--- src/rtl/prover_shim_negate_multi.sv ---
// Negate shim: m[c][i] = (1 - z[c][i]) mod q over nCh channels of nElems elements,
// time-multiplexed over nUnits field_one_minus units with per-channel masking and done flags.

module field_one_minus #(
  parameter int          F_NBITS = 16,
  parameter int unsigned Q       = 65521,
  parameter int          LAT     = 2
) (
  input  logic               clk,
  input  logic               rstb,
  input  logic               en,
  input  logic [F_NBITS-1:0] a,
  output logic [F_NBITS-1:0] y,
  output logic               ready
);
  localparam int CW = $clog2(LAT + 1);
  localparam logic [F_NBITS-1:0] QV = F_NBITS'(Q);

  logic [CW-1:0]      cnt_q, cnt_d;
  logic [F_NBITS-1:0] y_q, y_d;
  logic [F_NBITS:0]   diff;

  // NOTE: every always_comb output gets a default first, so no path can infer a latch.
  always_comb begin
    cnt_d = cnt_q;
    y_d   = y_q;
    diff  = {1'b0, QV} + (F_NBITS+1)'(1) - {1'b0, a};
    if (en) begin
      cnt_d = CW'(LAT);
      // 0 and 1 map below q directly; everything else wraps to q+1-a.
      if (a == '0)                 y_d = F_NBITS'(1);
      else if (a == F_NBITS'(1))   y_d = '0;
      else                         y_d = diff[F_NBITS-1:0];
    end else if (cnt_q != '0) begin
      cnt_d = cnt_q - CW'(1);
    end
  end

  // NOTE: sequential state uses non-blocking assignments so all registers update together.
  always_ff @(posedge clk or negedge rstb) begin
    if (!rstb) begin
      cnt_q <= '0;
      y_q   <= '0;
    end else begin
      cnt_q <= cnt_d;
      y_q   <= y_d;
    end
  end

  assign y     = y_q;
  assign ready = (cnt_q == '0);
endmodule

module prover_shim_negate_multi #(
  parameter int          nCh     = 3,
  parameter int          nElems  = 4,
  parameter int          nUnits  = 2,
  parameter int          F_NBITS = 16,
  parameter int unsigned Q       = 65521,
  parameter int          UNIT_LAT = 2
) (
  input  logic                            clk,
  input  logic                            rstb,
  input  logic                            en,
  input  logic [nCh-1:0]                  ch_mask,
  input  logic [F_NBITS*nCh*nElems-1:0]   z,
  output logic [F_NBITS*nCh*nElems-1:0]   m_p1,
  output logic [nCh-1:0]                  ch_done,
  output logic                            ready
);
  localparam int NB   = (nElems + nUnits - 1) / nUnits;
  localparam int NE   = nCh * nElems;
  localparam int CH_W = (nCh > 1) ? $clog2(nCh) : 1;
  localparam int B_W  = (NB > 1) ? $clog2(NB) : 1;

  typedef enum logic [1:0] {S_IDLE, S_ISSUE, S_WAIT} state_t;

  state_t             state_q, state_d;
  logic               en_dly_q;
  logic [nCh-1:0]     mask_q, mask_d;
  logic [CH_W-1:0]    ch_q, ch_d;
  logic [B_W-1:0]     b_q, b_d;
  logic [nCh-1:0]     ch_done_q, ch_done_d;
  logic [F_NBITS-1:0] m_q [NE];
  logic [F_NBITS-1:0] m_d [NE];

  logic               start;
  logic               all_ready;
  logic [CH_W:0]      nxt;
  logic [nUnits-1:0]  issued, unit_en, unit_rdy;
  logic [F_NBITS-1:0] unit_a [nUnits];
  logic [F_NBITS-1:0] unit_y [nUnits];

  // Returns {found, index} of the lowest set mask bit at or above 'from'.
  function automatic logic [CH_W:0] find_ch(input logic [nCh-1:0] mask, input int from);
    logic [CH_W:0] r;
    r = '0;
    for (int c = nCh - 1; c >= 0; c--) begin
      if (c >= from && mask[c]) r = {1'b1, CH_W'(c)};
    end
    return r;
  endfunction

  assign start = en & ~en_dly_q;
  assign ready = (state_q == S_IDLE) & ~start;

  always_comb begin
    issued  = '0;
    unit_en = '0;
    for (int u = 0; u < nUnits; u++) begin
      unit_a[u] = '0;
      issued[u] = (int'(b_q) * nUnits + u) < nElems;
      if (state_q == S_ISSUE && issued[u]) begin
        unit_en[u] = 1'b1;
        unit_a[u]  = z[(int'(ch_q) * nElems + int'(b_q) * nUnits + u) * F_NBITS +: F_NBITS];
      end
    end
  end

  assign all_ready = &(unit_rdy | ~issued);

  for (genvar u = 0; u < nUnits; u++) begin : g_unit
    field_one_minus #(.F_NBITS(F_NBITS), .Q(Q), .LAT(UNIT_LAT)) u_fom (
      .clk   (clk),
      .rstb  (rstb),
      .en    (unit_en[u]),
      .a     (unit_a[u]),
      .y     (unit_y[u]),
      .ready (unit_rdy[u])
    );
  end

  always_comb begin
    state_d   = state_q;
    mask_d    = mask_q;
    ch_d      = ch_q;
    b_d       = b_q;
    ch_done_d = ch_done_q;
    m_d       = m_q;
    nxt       = '0;
    case (state_q)
      S_IDLE: begin
        if (start) begin
          ch_done_d = ~ch_mask;
          mask_d    = ch_mask;
          nxt       = find_ch(ch_mask, 0);
          if (nxt[CH_W]) begin
            state_d = S_ISSUE;
            ch_d    = nxt[CH_W-1:0];
            b_d     = '0;
          end
        end
      end
      S_ISSUE: state_d = S_WAIT;
      S_WAIT: begin
        if (all_ready) begin
          for (int u = 0; u < nUnits; u++) begin
            if (issued[u]) m_d[int'(ch_q) * nElems + int'(b_q) * nUnits + u] = unit_y[u];
          end
          if (int'(b_q) == NB - 1) begin
            ch_done_d[ch_q] = 1'b1;
            nxt = find_ch(mask_q, int'(ch_q) + 1);
            if (nxt[CH_W]) begin
              state_d = S_ISSUE;
              ch_d    = nxt[CH_W-1:0];
              b_d     = '0;
            end else begin
              state_d = S_IDLE;
            end
          end else begin
            b_d     = b_q + B_W'(1);
            state_d = S_ISSUE;
          end
        end
      end
      default: state_d = S_IDLE;
    endcase
  end

  // NOTE: the result array is reset because a reset must leave no partial results visible.
  always_ff @(posedge clk or negedge rstb) begin
    if (!rstb) begin
      state_q   <= S_IDLE;
      en_dly_q  <= 1'b1;
      mask_q    <= '0;
      ch_q      <= '0;
      b_q       <= '0;
      ch_done_q <= '0;
      for (int i = 0; i < NE; i++) m_q[i] <= '0;
    end else begin
      state_q   <= state_d;
      en_dly_q  <= en;
      mask_q    <= mask_d;
      ch_q      <= ch_d;
      b_q       <= b_d;
      ch_done_q <= ch_done_d;
      m_q       <= m_d;
    end
  end

  for (genvar i = 0; i < NE; i++) begin : g_out
    assign m_p1[i*F_NBITS +: F_NBITS] = m_q[i];
  end

  assign ch_done = ch_done_q;
endmodule

--- config.mk ---
export PLATFORM = sky130hd
export DESIGN_NAME = prover_shim_negate_multi
export DESIGN_NICKNAME = d
export VERILOG_FILES = /design/src/rtl/prover_shim_negate_multi.sv
export SDC_FILE = /design/constraint.sdc
export NUM_CORES = 1
export LEC_CHECK = 0
export CORE_AREA = 2 2 174 176
export DETAILED_ROUTE_END_ITERATION = 10
export DIE_AREA = 0 0 176 178
export MAX_ROUTING_LAYER = met4
export PLACE_DENSITY_LB_ADDON = 0.08
export SKIP_LAST_GASP = 1
export SYNTH_ARGS = -nofsm -noshare
export SYNTH_HDL_FRONTEND = slang
export SYNTH_HIERARCHICAL = 1
export SYNTH_SLANG_ARGS = --single-unit
--- constraint.sdc ---
create_clock -name clk -period 2.8 [get_ports clk]
set_clock_uncertainty 0.05 [all_clocks]
set_input_delay 0.42 -clock clk [delete_from_list [all_inputs] [get_ports clk]]
set_output_delay 0.42 -clock clk [all_outputs]
set_load 0.005 [all_outputs]
==> results_tabular.tex <==
\begin{tabular}{lr}
\hline
Metric & Value \\
\hline
\multicolumn{2}{l}{\textbf{Outcome}} \\
\quad Status & complete, no violations \\
\multicolumn{2}{l}{\textbf{Logic synthesis}} \\
\quad Yosys reg bits & about 240 \\
\quad Synthesized area & 12300 µm² \\
\quad Post-Syn Instances & a little over 900 \\
\quad Xor-xnor portion of the synthesized cell area & around 2.1\% \\
\quad Share of the synthesized area in compound gates (AO/OA/AOI/OAI) & a little under a tenth \\
\quad Number of enable flip-flop cells after synthesis & 0 \\
\quad Adder and majority cell fraction of the synthesized area & less than 1\% \\
\quad Number of warnings issued by yosys & 6 \\
\quad Main combinational cell family by area after synthesis & multiplexers \\
\quad Post-synthesis async set-or-reset flop share & 100\% \\
\quad Part of the Yosys area used for sequential elements & about half \\
\quad Synthesized net count & about 1100 \\
\quad Average footprint of a synthesized cell & roughly 13 µm² \\
\quad Simple logic cell fraction of the synthesized area & 7.23\% \\
\quad Fraction of synthesized area in multiplexers & 28.1\% \\
\quad Most used flip-flop cell after synthesis & sky130\_fd\_sc\_hd\_\_dfrtp\_1 \\
\quad Number of distinct standard cells referenced by the synthesized netlist & 58 \\
\multicolumn{2}{l}{\textbf{CTS}} \\
\quad CTS H-Tree Depth & 1 \\
\quad Clk Tree Root Cell & sky130\_fd\_sc\_hd\_\_clkbuf\_16 \\
\quad Clock transition at the registers of the reported paths & approximately 0.060 ns \\
\quad Clock Latency Late Sink & $\sim$0.54 ns \\
\quad Largest buffer count on any clock path & 3 \\
\quad TritonCTS clock tree & built \\
\quad Num Clock Sinks & between 200 and 250 \\
\quad Num CTS Buffers & 27 \\
\multicolumn{2}{l}{\textbf{Die}} \\
\quad Total core area & just under 30000 µm² \\
\quad Effective utilization at floorplan & 41.7\% \\
\quad Die boundary width & 176 µm \\
\quad Total die area & approximately 31000 µm² \\
\quad Die extent in y & about 180 µm \\
\quad Top Ports & $\sim$390 \\
\quad Row Count & 63 \\
\multicolumn{2}{l}{\textbf{Pwr}} \\
\quad Internal power & $\sim$12 mW \\
\quad Switching share of total power & approximately 33\% \\
\quad Leakage power of the design & 7.99 nW \\
\quad Total net switching power & 5.95 mW \\
\quad Power share of the clock group & a little over a fifth \\
\quad Power share of the sequential group & 33.2\% \\
\quad Power density normalized to cell area & just under 1000 nW/µm² \\
\quad Worst vdd rail ir drop & 0.000431 V \\
\quad Part of the power in combinational logic & between 40\% and 50\% \\
\multicolumn{2}{l}{\textbf{Worst setup path}} \\
\quad Worst Setup Start Kind & flop \\
\quad Source of the worst register-to-register timing path & ch\_q[1]\$\_DFFE\_PN0P\_ \\
\quad Start-to-end type of the worst setup path & flop to flop \\
\quad Worst setup slack for register-to-register paths & approximately 0.074 ns \\
\quad Worst path arrival time & $\sim$3.1 ns \\
\quad Critical path fanouts, max & 7 \\
\quad Kind of end point of the critical path & flop \\
\quad Required time worst endpoint & approximately 3.2 ns \\
\quad Worst-case reg-to-reg path depth & 12 \\
\quad RR Endpoint & g\_unit[1].u\_fom/y[14]\$\_DFFE\_PN0P\_ \\
\multicolumn{2}{l}{\textbf{Drt}} \\
\quad Vias/cell & 5.29 \\
\quad Iteration-0 DRC count of the detailed router & 570 \\
\quad Final WL & about 40 mm \\
\quad Detailed-router iteration count before antenna repair & 5 \\
\quad Post-route ant nets & 0 \\
\quad Final routed DRC violation total & 0 \\
\quad Via count & 9536 \\
\quad Final routed wire length divided by cell count & approximately 22 µm \\
\multicolumn{2}{l}{\textbf{Layout}} \\
\quad P\&R area growth vs syn & 51.7\% \\
\quad Layout net count & 1598 \\
\quad FILL cells & $\sim$2300 \\
\quad Final design utilization & between 60\% and 70\% \\
\quad Multi-input logic area & between 6000 and 7000 µm² \\
\quad Share of final-layout standard cells stronger than drive strength 1 & about a third \\
\quad Sequential cell area & $\sim$6000 µm² \\
\multicolumn{2}{l}{\textbf{Placed design}} \\
\quad Number of port buffers & 393 \\
\quad Final HPWL DP & $\sim$30 mm \\
\quad Final weighted congestion of routability-driven global placement & 0.957 \\
\multicolumn{2}{l}{\textbf{Global routing}} \\
\quad Global-route usage over all layers & roughly a quarter \\
\quad Number of antenna violations at the first check in global routing & 2 \\
\quad Maximum number of pins on one net before global-route repair & 95 \\
\quad Via count of the first global-routing pass & between 9000 and 10000 \\
\quad First-pass GRT wire length & 60.0 mm \\
\quad GR Overflow Total & 0 \\
\multicolumn{2}{l}{\textbf{STA}} \\
\quad Actual slew at the worst max-slew pin & about 0.72 ns \\
\quad Post-route fraction of the period consumed by the critical path & 97.3\% \\
\quad Final period demand of the worst path & approximately 2.7 ns \\
\quad Number of endpoints with negative hold slack in the final report & 0 \\
\quad Max Transition Viols Final & 0 \\
\quad Finish-stage setup viols & 0 \\
\quad Hold slack final & around 0.3 ns \\
\quad Worst slew margin relative to its limit & 52.1\% \\
\quad Unrepaired setup endpoints after global routing & yes \\
\quad Maximum achievable frequency & between 0.3 and 0.4 GHz \\
\multicolumn{2}{l}{\textbf{Min path}} \\
\quad Hold-critical path endpoint & en\_dly\_q\$\_DFF\_PN1\_ \\
\quad Type of the most critical hold path & primary input to flop \\
\quad Instance count along the most critical hold path & 1 \\
\quad Critical hold path startpoint & en \\
\multicolumn{2}{l}{\textbf{Run}} \\
\quad Reported max-cap violation count & 0 \\
\hline
\end{tabular}
[worst max-delay path, stage by stage (launching register included)]
cell	delay [ns]
sky130_fd_sc_hd__dfrtp_4	0.53
sky130_fd_sc_hd__buf_4	0.17
sky130_fd_sc_hd__nor2b_4	0.20
sky130_fd_sc_hd__buf_6	0.16
sky130_fd_sc_hd__a22o_1	0.16
sky130_fd_sc_hd__a22oi_1	0.09
sky130_fd_sc_hd__a21oi_2	0.22
sky130_fd_sc_hd__nand4_4	0.16
sky130_fd_sc_hd__buf_4	0.19
sky130_fd_sc_hd__nor4_4	0.27
sky130_fd_sc_hd__xnor2_1	0.16
sky130_fd_sc_hd__a21oi_1	0.06
sky130_fd_sc_hd__nor3_1	0.20
[metrics by stage]
stage | cell area [µm²] | power, mW | instances | TNS, ns | setup WS, ns
5_1_grt | 18600 | 19.1 | 1803 | -0.103 | -0.0211
6_report | 18600 | 18.1 | 1804 | 0 | 0.0744
3_5_place_dp | 17200 | 13.9 | 1742 | -2.44 | -0.123
3_3_place_gp | 17200 | 13.7 | 1742 | -1.93 | -0.111
4_1_cts | 18300 | 17.9 | 1796 | 0 | 0.0163
2_1_floorplan | 12300 | 9.52 | 913 | 0 | 0.0329
[layer usage]
metal / global-route usage, % / wire length, µm / vias to the layer above
li1: - / - / 4316
met1: 34.5 / 17900 / 4793
met2: 42.0 / 19200 / 372
met3: 3.71 / 2210 / 55
met4: 6.82 / 1070 / 0
met5: - / 0 / -
[worst max path at each step]
stage	start	endpoint	slack, ns	cells past startpoint
2_1_floorplan	state_q[1]$_DFFE_PN0P_	g_unit[0].u_fom/y[12]$_DFFE_PN0P_	0.03	10
5_1_grt	ch_q[1]$_DFFE_PN0P_	g_unit[0].u_fom/y[9]$_DFFE_PN0P_	-0.02	11
3_3_place_gp	z[177]	g_unit[1].u_fom/y[12]$_DFFE_PN0P_	-0.11	10
3_5_place_dp	z[177]	g_unit[1].u_fom/y[12]$_DFFE_PN0P_	-0.12	10
4_1_cts	ch_q[1]$_DFFE_PN0P_	g_unit[1].u_fom/y[12]$_DFFE_PN0P_	0.02	10
6_report	ch_q[1]$_DFFE_PN0P_	g_unit[1].u_fom/y[14]$_DFFE_PN0P_	0.07	12
[synth_stat cells, types with 4 or more instances]
master | count | area [µm²]
sky130_fd_sc_hd__buf_2 | 19 | 95.1
sky130_fd_sc_hd__a21oi_1 | 17 | 85.1
sky130_fd_sc_hd__and3_4 | 6 | 67.6
sky130_fd_sc_hd__ha_1 | 8 | 100
sky130_fd_sc_hd__o21a_1 | 7 | 52.6
sky130_fd_sc_hd__mux2i_1 | 28 | 280
sky130_fd_sc_hd__a211oi_1 | 7 | 52.6
sky130_fd_sc_hd__mux2_2 | 62 | 698
sky130_fd_sc_hd__nor2b_1 | 9 | 56.3
sky130_fd_sc_hd__nor3b_1 | 5 | 37.5
sky130_fd_sc_hd__xnor2_1 | 24 | 210
sky130_fd_sc_hd__nor3_2 | 4 | 40.0
sky130_fd_sc_hd__o2bb2ai_1 | 30 | 263
sky130_fd_sc_hd__nand2_1 | 15 | 56.3
sky130_fd_sc_hd__dfrtp_1 | 238 | 5960
sky130_fd_sc_hd__nand3_1 | 15 | 75.1
sky130_fd_sc_hd__buf_6 | 21 | 236
sky130_fd_sc_hd__nor2_1 | 52 | 195
sky130_fd_sc_hd__o21ai_0 | 7 | 35.0
sky130_fd_sc_hd__a22oi_1 | 40 | 300
sky130_fd_sc_hd__o22ai_1 | 6 | 37.5
sky130_fd_sc_hd__nor4_1 | 6 | 37.5
sky130_fd_sc_hd__inv_1 | 17 | 63.8
sky130_fd_sc_hd__mux2_4 | 150 | 2250
sky130_fd_sc_hd__a22o_1 | 7 | 61.3
sky130_fd_sc_hd__a31oi_1 | 4 | 25.0
sky130_fd_sc_hd__clkbuf_1 | 19 | 71.3
sky130_fd_sc_hd__nand2b_1 | 7 | 43.8
sky130_fd_sc_hd__and2_1 | 8 | 50.1
sky130_fd_sc_hd__mux4_2 | 9 | 203
sky130_fd_sc_hd__nor3_1 | 11 | 55.1
sky130_fd_sc_hd__nand4_1 | 6 | 37.5
sky130_fd_sc_hd__xor2_1 | 6 | 52.6
[cell usage in the layout, fill, tap and decap left out, types with 5 or more instances in the layout]
cell type and n:
sky130_fd_sc_hd__dfrtp_1 235, sky130_fd_sc_hd__nor2_1 38, sky130_fd_sc_hd__nand3_1 15, sky130_fd_sc_hd__and3_4 6, sky130_fd_sc_hd__a22o_1 7, sky130_fd_sc_hd__nor2_2 11
sky130_fd_sc_hd__xnor2_1 24, sky130_fd_sc_hd__buf_4 93, sky130_fd_sc_hd__mux2_2 62, sky130_fd_sc_hd__a211oi_1 5, sky130_fd_sc_hd__buf_6 8, sky130_fd_sc_hd__mux2i_1 28
sky130_fd_sc_hd__nand2b_1 7, sky130_fd_sc_hd__o21ai_0 6, sky130_fd_sc_hd__inv_1 17, sky130_fd_sc_hd__a22oi_2 10, sky130_fd_sc_hd__mux4_2 9, sky130_fd_sc_hd__nand2_1 15
sky130_fd_sc_hd__clkdlybuf4s50_1 392, sky130_fd_sc_hd__ha_1 6, sky130_fd_sc_hd__mux2_4 150, sky130_fd_sc_hd__nor3_1 11, sky130_fd_sc_hd__and2_1 7, sky130_fd_sc_hd__o2bb2ai_1 30
sky130_fd_sc_hd__bufinv_16 5, sky130_fd_sc_hd__o21a_1 6, sky130_fd_sc_hd__nand4_1 6, sky130_fd_sc_hd__a21oi_1 13, sky130_fd_sc_hd__clkbuf_16 27, sky130_fd_sc_hd__clkbuf_8 5
sky130_fd_sc_hd__buf_12 13, sky130_fd_sc_hd__nor2b_1 7, sky130_fd_sc_hd__a22oi_1 30, sky130_fd_sc_hd__xor2_1 6
[kinds of logic (layout without fill, tap and decap cells)]
family	after synthesis	after routing
muxes	250	250
AOI/OAI and AO/OA	148	148
and+or+nand+nor	159	159
adders and majority gates	8	8
buffers and inverters	79	577
DFF	239	239
other	0	3
xor gates and xnor gates	30	30
[power by group through the flow]
stage          Sequential [mW]  Clock [mW]  Combinational, mW
4_1_cts                   6.03        3.86               7.97
5_1_grt                   6.23        4.02               8.86
2_1_floorplan             5.71           0               3.81
6_report                  6.01        3.80               8.30
3_5_place_dp              6.09           0               7.78
3_3_place_gp              6.06           0               7.68
[final cells by class]
type	count	share of cell area, %
Multi-Input combinational cell	595	32.7
Sequential cell	239	32.2
Timing Repair Buffer	510	26.9
Clock buffer	36	4.08
Tap cell	390	2.62
Clock inverter	12	1.07
Inverter	19	0.403
Antenna cell	3	0.0403
[repair_timing]
item / CTS / global route
hold buffers: 1 / 0
endpoints found under the hold margin: 86 / 0
resized for setup: 4 / 68
setup buffers: 5 / 4
setup endpoints to repair: 30 / 32
cloned: 0 / 2
pin swaps: 1 / 15
(Power assumes the default switching activity.)
